==> src/rtl/jk_pkg.sv <==
// ---------------------------------------------------------------------------
// jk_pkg
// Shared definitions for the JK-flip-flop based modulo-N counter.
//   JK_HOLD / JK_CLR / JK_SET / JK_TOG : {J,K} excitation codes
//   jk_pair_t                          : 2-bit {J,K} pair applied to one cell
// ---------------------------------------------------------------------------
package jk_pkg;

   typedef logic [1:0] jk_pair_t;

   localparam jk_pair_t JK_HOLD = 2'b00;
   localparam jk_pair_t JK_CLR  = 2'b01;
   localparam jk_pair_t JK_SET  = 2'b10;
   localparam jk_pair_t JK_TOG  = 2'b11;

endpackage

==> src/rtl/jk_ff_cell.sv <==
// ---------------------------------------------------------------------------
// jk_ff_cell
// Single-bit JK storage element, rising-edge clocked.
// Ports:
//   J, K  : excitation inputs (00 hold, 01 clear, 10 set, 11 toggle)
//   clk   : clock
//   reset : synchronous active-high reset, dominates J/K
//   Q     : stored bit
// ---------------------------------------------------------------------------
module jk_ff_cell
   import jk_pkg::*;
(
   input  logic J,
   input  logic K,
   input  logic clk,
   input  logic reset,
   output logic Q
);

   logic     q_reg;
   jk_pair_t pair;

   assign pair = {J, K};

   always_ff @(posedge clk) begin
      if (reset) begin
         q_reg <= 1'b0;
      end else begin
         case (pair)
            JK_HOLD: q_reg <= q_reg;
            JK_CLR:  q_reg <= 1'b0;
            JK_SET:  q_reg <= 1'b1;
            JK_TOG:  q_reg <= ~q_reg;
            default: q_reg <= q_reg;
         endcase
      end
   end

   assign Q = q_reg;

endmodule

==> src/rtl/jk_mod_counter.sv <==
// ---------------------------------------------------------------------------
// jk_mod_counter
// Synchronous modulo-MODULUS up/down counter stored in a bank of JK cells.
// This level only computes the next count and the J/K excitation; the
// state itself lives in the jk_ff_cell instances.
// Optional feature macro: JK_COUNTER_LOAD_EN (adds load / load_val).
// Ports:
//   clk      : clock
//   reset    : synchronous active-high, clears the count
//   en       : count enable
//   up       : 1 = increment, 0 = decrement
//   load     : (JK_COUNTER_LOAD_EN) parallel load, beats en
//   load_val : (JK_COUNTER_LOAD_EN) value to load, saturated to MODULUS-1
//   q        : present count (cell Q outputs)
//   tc       : terminal count, combinational, high in the wrapping cycle
//   j_vec    : J inputs applied to the cells
//   k_vec    : K inputs applied to the cells
// ---------------------------------------------------------------------------
module jk_mod_counter
   import jk_pkg::*;
#(
   parameter int WIDTH   = 4,
   parameter int MODULUS = 10
) (
   input  logic             clk,
   input  logic             reset,
   input  logic             en,
   input  logic             up,
`ifdef JK_COUNTER_LOAD_EN
   input  logic             load,
   input  logic [WIDTH-1:0] load_val,
`endif
   output logic [WIDTH-1:0] q,
   output logic             tc,
   output logic [WIDTH-1:0] j_vec,
   output logic [WIDTH-1:0] k_vec
);

   localparam logic [WIDTH-1:0] MAX_COUNT = WIDTH'(MODULUS - 1);
   // One extra bit so MODULUS == 2**WIDTH is representable.
   localparam logic [WIDTH:0]   MOD_EXT   = (WIDTH + 1)'(MODULUS);

   logic [WIDTH:0]   q_ext;
   logic [WIDTH-1:0] count_next;
   logic             at_max;
   logic             at_min;
   logic             tc_count;

   assign q_ext  = {1'b0, q};
   assign at_max = (q == MAX_COUNT);
   assign at_min = (q == '0);

   // Count path. Values >= MODULUS (only reachable by loading) wrap:
   // upward to 0, downward to q-1 if that is legal, else to MODULUS-1.
   always_comb begin
      count_next = q;
      if (en) begin
         if (up) begin
            if (q_ext >= MOD_EXT - 1'b1) begin
               count_next = '0;
            end else begin
               count_next = q + 1'b1;
            end
         end else begin
            if (at_min) begin
               count_next = MAX_COUNT;
            end else if ((q_ext - 1'b1) < MOD_EXT) begin
               count_next = q - 1'b1;
            end else begin
               count_next = MAX_COUNT;
            end
         end
      end
   end

   assign tc_count = en & ((up & at_max) | (~up & at_min));

`ifdef JK_COUNTER_LOAD_EN
   logic [WIDTH-1:0] load_sat;

   assign load_sat = ({1'b0, load_val} >= MOD_EXT) ? MAX_COUNT : load_val;
   assign tc       = tc_count & ~load;
`else
   assign tc       = tc_count;
`endif

   // Per-bit excitation and storage. The count path only ever produces
   // hold/set/clear; reset forces clear on every cell (the cell reset also
   // dominates), and load drives J=val, K=~val.
   for (genvar gi = 0; gi < WIDTH; gi++) begin : g_cell
      jk_pair_t pair;

      always_comb begin
         pair = {count_next[gi] & ~q[gi], ~count_next[gi] & q[gi]};
`ifdef JK_COUNTER_LOAD_EN
         if (load) begin
            pair = {load_sat[gi], ~load_sat[gi]};
         end
`endif
         if (reset) begin
            pair = JK_CLR;
         end
      end

      assign j_vec[gi] = pair[1];
      assign k_vec[gi] = pair[0];

      jk_ff_cell u_cell (
         .J     (pair[1]),
         .K     (pair[0]),
         .clk   (clk),
         .reset (reset),
         .Q     (q[gi])
      );
   end

endmodule
==> config.mk <==
export PLATFORM = sky130hd
export DESIGN_NAME = jk_mod_counter
export DESIGN_NICKNAME = d
export VERILOG_FILES = /design/src/rtl/jk_pkg.sv /design/src/rtl/jk_ff_cell.sv /design/src/rtl/jk_mod_counter.sv
export SDC_FILE = /design/constraint.sdc
export NUM_CORES = 1
export LEC_CHECK = 0
export ABC_AREA = 0
export CAP_MARGIN = 20
export CORE_MARGIN = 10
export CORE_UTILIZATION = 30
export DETAILED_ROUTE_END_ITERATION = 12
export DONT_BUFFER_PORTS = 1
export MAX_ROUTING_LAYER = met4
export PLACE_DENSITY = 0.49
export SLEW_MARGIN = 40
export SYNTH_ARGS = -nofsm -noshare
export SYNTH_HDL_FRONTEND = slang
export SYNTH_SLANG_ARGS = --single-unit
export TNS_END_PERCENT = 50
==> constraint.sdc <==
create_clock -name clk -period 3.75 [get_ports clk]
set_clock_uncertainty 0.15 [all_clocks]
set_input_delay 0.75 -clock clk [delete_from_list [all_inputs] [get_ports clk]]
set_output_delay 0.75 -clock clk [all_outputs]
set_load 0.05 [all_outputs]
# Word-level counts from Yosys, hierarchy flattened
# Index checks and enable logic that the tools add are counted.
# op_classes
add_sub_neg	3
n_lt_le_gt_ge	2
eq_ne	13
muxes	13
n_bitwise	21
reduce_logical	5
# ops
cell	count
2-to-1 mux 4 bit	5
== test 2 bit, second input constant	8
case mux 1 bit (3 select lines)	4
bitwise AND 1 bit	11
inverter 1 bit	9
== test 2 x 1 -> 1 bit, second input constant	4
logical NOT 2 bit	4
2-to-1 mux 2 bit	4
< comparator 5 x 4 -> 1 bit, second input constant	1
subtractor 4 x 1 -> 5 bit, second input constant	1
adder 4 x 1 -> 4 bit, second input constant	1
== test 4 bit, second input constant	1
greater-or-equal comparator 4 bit, second input constant	1
logical NOT 4 bit	1
subtractor 4 x 1 -> 4 bit, second input constant	1
OR 1 bit	1
# word_totals
register_bits	4
in_bits	4
output_inout_bits	13

# Depth between registers and ports, before layout
# logic_depth
ltp_word	11
mapped_depth	8

# By module
# A second synthesis with hierarchy kept.
# unflattened
cells_unflattened	60
hier_area_um2	461.7
# by_module_without_submodules
module	n_inst	cells_each	area_each_um2
jk_mod_counter	1	48	336.6
jk_ff_cell	4	3	31.3

# Least setup slack after synthesis
# No wires, ideal clock.
# synth_timing
kind	input to output
startpoint	input up
endpoint	output tc
t_arrival_ns	2.332
t_required_ns	2.850
slack_ns	0.518
stages	4
path_buffers	1
path_cell_list	clkbuf_1 > nor3b_1 > a31oi_1 > nor3b_1
# synth_via
elab_chain_len	4
word_cells_on_any_way	5
cone_classes	bitwise: 5
# synth_lines
item	line	source
start: declaration	jk_mod_counter.sv:28	input logic up,
inverter 1 bit	jk_mod_counter.sv:76	assign tc_count = en & ((up & at_max) | (~up & at_min));
bitwise AND 1 bit	jk_mod_counter.sv:76	
OR 1 bit *	jk_mod_counter.sv:76	
bitwise AND 1 bit *	jk_mod_counter.sv:76	
end: declaration	jk_mod_counter.sv:34	output logic tc,
# Every way passes the cells marked *; elsewhere a longest branch is shown, timed or not.

# Worst setup path after layout
# layout_timing
startpoint	register g_cell[0].u_cell.q_reg
endpoint	output k_vec[2]
# layout_via
elab_chain_len	9
word_cells_on_any_way	14
cone_classes	add/sub: 3; order compare: 2; mux: 6; bitwise: 2; reduce/logical: 1
# layout_lines
item	line	source
start: declaration	jk_ff_cell.sv:20	logic q_reg;
start signal: assignment	jk_ff_cell.sv:30	JK_HOLD: q_reg <= q_reg;
start signal: assignment	jk_ff_cell.sv:33	JK_TOG: q_reg <= ~q_reg;
start signal: assignment	jk_ff_cell.sv:34	default: q_reg <= q_reg;
subtractor 4 x 1 -> 5 bit	jk_mod_counter.sv:67	end else if ((q_ext - 1'b1) < MOD_EXT) begin
< comparator 5 x 4 -> 1 bit	jk_mod_counter.sv:67	
2-to-1 mux 4 bit	jk_mod_counter.sv:67	
2-to-1 mux 4 bit	jk_mod_counter.sv:65	if (at_min) begin
2-to-1 mux 4 bit *	jk_mod_counter.sv:58	if (up) begin
2-to-1 mux 4 bit *	jk_mod_counter.sv:57	if (en) begin
inverter 1 bit *	jk_mod_counter.sv:94	pair = {count_next[gi] & ~q[gi], ~count_next[gi] & q[gi]};
bitwise AND 1 bit *	jk_mod_counter.sv:94	
2-to-1 mux 2 bit *	jk_mod_counter.sv:100	if (reset) begin
end: declaration	jk_mod_counter.sv:36	output logic [WIDTH-1:0] k_vec
# Marks and branches as above.

==> results by stage <==
Flow run:
- The tool flagged a number of max-cap violations equal to 0.

Die:
- Measured along the y axis, the die boundary spans 65.99 um.
- For this configuration, the core starts out at a cell density of 0.3201.
- Measured along the x axis, the die boundary spans 65.99 um.
- The placeable core region is 0.001982 mm2.
- The total die area is 0.004354 mm2.
- The number of top-level pins is 17.
- The number of standard-cell rows in the floorplan is 16.

Critical path:
- The number of cells on the worst reg-to-reg path is 6.
- Walking the worst path, the cells encountered are inv_1 -> ha_1 -> or2_2 -> o211ai_2 -> o22ai_2 -> a31o_1.
- The slowest stage of the critical path belongs to the cell sky130_fd_sc_hd__dfxtp_1.
- The startpoint-to-endpoint class of the critical path is reg -> out.
- The peak fanout along the critical path is 7.
- For the worst setup path, the data arrival time is 2140 ps.
- At the worst endpoint, the required time is 2850 ps.
- In this design, the stage delay of the slowest critical-path cell is 440 ps.
- The capturing element type of the critical path is an output pin.
- The sort of element at the start of the critical path is a register.

Detailed routing:
- The detail route stage leaves a number of antenna-violating nets equal to 0.
- Before antenna repair, the detailed router went through 4 iterations.
- The via total after detailed routing is 533.
- The number of remaining DRC errors is 0.
- The per-cell via count in the routed design is 5.076.
- The average wire per standard cell is 14.13 um.
- The detailed router finished its first iteration with 22 violations.
- The total routed wirelength is 1.484 mm.

Power and ir drop:
- The power density normalized to cell area is 356.6 mW/mm2.
- The worst-case IR drop observed on VDD is 0.1272 mV.
- In this run the static leakage power is 0.0002491 uW.

Place:
- The routability congestion estimate is 0.8608.
- The cell count after placement is 102.
- The total placed instance area is 618.1 um2.
- The number of port buffers is 0.
- After legalization and detailed placement, the total HPWL measured 1.163 mm.

Clock network:
- The post-CTS setup-driven buffer insertion count is 0.
- Once the clock tree was built, the resizer swapped 0 gates to a different size.
- Clock tree synthesis inserted a total of 3 buffers.
- The tree is rooted in a sky130_fd_sc_hd__clkbuf_4.
- The longest clock path from root to sink contains 2 buffers.
- The sink count of the clock tree is 4.
- The later-pin clock latency in the skew report is 230 ps.
- The CTS tree is done.
- Hold repair after CTS inserted 0 buffers.
- The maximum level of the CTS H-tree is 1.
- Clock-pin slew was measured on the worst setup and hold paths at 40 ps.

Layout:
- The area growth from synthesis to layout is 0.9862%.
- After the last flow step, the layout net total stands at 87.
- Leaving out fill and tap cells, the most frequent cell in the layout is sky130_fd_sc_hd__buf_4.
- The flip-flop count of the largest register after layout is 4.
- The layout has 215 filler cells.
- The top cell types in the final layout, fill and taps aside, are sky130_fd_sc_hd__buf_4, sky130_fd_sc_hd__a21oi_1, sky130_fd_sc_hd__nor2_1.
- After the flow finishes, the layout carries non-filler instances totaling 105.
- Of the cells placed in the final design, the portion with a size suffix greater than 1 is 0.3077.
- After routing the design area is 640.6 um2.
- The number of diodes is 0.

Min path:
- The hold-critical path depth is 2.
- The worst hold path belongs to the class reg -> reg.

STA:
- Derived from the worst setup path, the maximum achievable clock frequency is 328.8 MHz.
- The hold violation count in the final report is 0.
- Final hold analysis gives a worst-case slack of 439.9 ps.
- Setup repair after global routing left no endpoint under its margin.
- Setup violations remaining at the end of the flow were counted as 0.
- The total count of max-transition violations in the final report is 0.
- At the pin with the least slew margin, the transition time is 529.3 ps.
- The time the final worst path needs with I/O delays and setup is 3041 ps.
- The worst pin sits at a relative slew slack of 0.6467.
- The post-route clock period utilization is 0.8110.
- For the final routed database, the setup TNS stands at 0 ps.

Global routing:
- The total global routing overflow is 0.
- The number of global-route vias before repair was 534.
- The overall fraction of global-route tracks in use is 0.06965.
- The pin count of the biggest net entering global routing is 16.
- The initial antenna violation count is 0.
- The first global-routing pass estimated 2.449 mm of wire.

Synth:
- After synthesis, the netlist uses 37 different library cells.
- The cell area after synthesis is 634.4 um2.
- The mean instance size in the synthesized netlist is 7.552 um2.
- The post-synthesis net count is 91.
- In this run, synthesis produced a sequential element count of 4.
- The share of the Yosys chip area taken by registers is 0.1262.
- For this run, the number of Yosys warnings is 0.
- The gate count after technology mapping is 84.

Run status:
- The flow ran to the end, and the final reports show no timing, DRC or antenna violations.
final cells by class:
type                            instances  area, um2  share of cell area
Timing Repair Buffer                   10      75.07              0.1172
Inverter                                3      11.26             0.01758
Clock buffer                            3      22.52             0.03516
Tap cell                               27      33.78             0.05273
Sequential cell                         4      80.08              0.1250
Multi-Input combinational cell         58      417.9              0.6523
power breakdown:
part / total, uW / internal, uW / switching [uW]
registers: 55.1 / 46.7 / 8.48
logic: 121 / 42.1 / 79.2
clock network: 51.9 / 35.7 / 16.2
kinds of logic (layout without fill, tap and decap cells):
family / Yosys count / in the layout / synth area share
AOI/OAI and AO/OA: 23 / 23 / 0.2762
DFF: 4 / 4 / 0.1262
xor gates and xnor gates: 1 / 1 / 0.01381
buffers and inverters: 22 / 16 / 0.2387
and+or+nand+nor: 31 / 31 / 0.2860
adders and majority gates: 3 / 3 / 0.05918
critical path: cells and delay by family, from the launching register on:
family,cells,cell delay [ps]
buffers and inverters,1,120
flip-flops,1,440
AO/OA/AOI/OAI,3,810
AND/OR/NAND/NOR,1,300
adder cells (fa/ha/maj),1,240
cell usage after synthesis (all sizes together):
master / instances / share of area
or4b: 1 / 0.022
or2b: 4 / 0.049
nor3b: 2 / 0.024
a21oi: 7 / 0.061
o21a: 1 / 0.012
o211ai: 1 / 0.020
dlygate4sd1: 1 / 0.014
a31oi: 1 / 0.0099
clkbuf: 2 / 0.012
buf: 15 / 0.18
nand2b: 4 / 0.039
nor3: 4 / 0.032
o21ai: 1 / 0.0079
dfxtp: 4 / 0.13
a31o: 4 / 0.055
nand2: 5 / 0.030
a211oi: 1 / 0.020
o21bai: 1 / 0.012
nor2: 6 / 0.036
or3b: 1 / 0.014
xnor2: 1 / 0.014
a311oi: 1 / 0.014
or2: 2 / 0.020
clkdlybuf4s18: 1 / 0.016
o22ai: 4 / 0.049
nand3: 1 / 0.0079
inv: 3 / 0.018
nand4b: 1 / 0.014
ha: 3 / 0.059
o311a: 1 / 0.016
final timing paths:
| kind | end | slack (ps) | from |
|---|---|---|---|
| worst min-delay path | g_cell[0].u_cell.Q$_SDFFE_PP0P_ | 440 | g_cell[0].u_cell.Q$_SDFFE_PP0P_ |
| worst max register to register | g_cell[0].u_cell.Q$_SDFFE_PP0P_ | 1780 | g_cell[0].u_cell.Q$_SDFFE_PP0P_ |
| worst min register to register | g_cell[0].u_cell.Q$_SDFFE_PP0P_ | 440 | g_cell[0].u_cell.Q$_SDFFE_PP0P_ |
| worst max-delay path | k_vec[2] | 710 | g_cell[0].u_cell.Q$_SDFFE_PP0P_ |
per-layer routing:
layer	GRT usage	vias to the layer above	routed length, um
li1	-	274	-
met1	0.08042	248	660
met2	0.1075	11	691
met3	0.03220	0	131
met4	0.01571	0	0
met5	-	-	0
metrics by stage:
step                total power [uW]  setup WS (ps)  utilization
floorplan                      171.4          517.9            -
global placement               178.6          999.9       0.3119
global route                   243.4          569.7       0.3232
detailed placement             177.6          946.8       0.3119
CTS                            231.3          711.4       0.3232
finish                         228.4          708.9       0.3232
(Power assumes the default switching activity.)
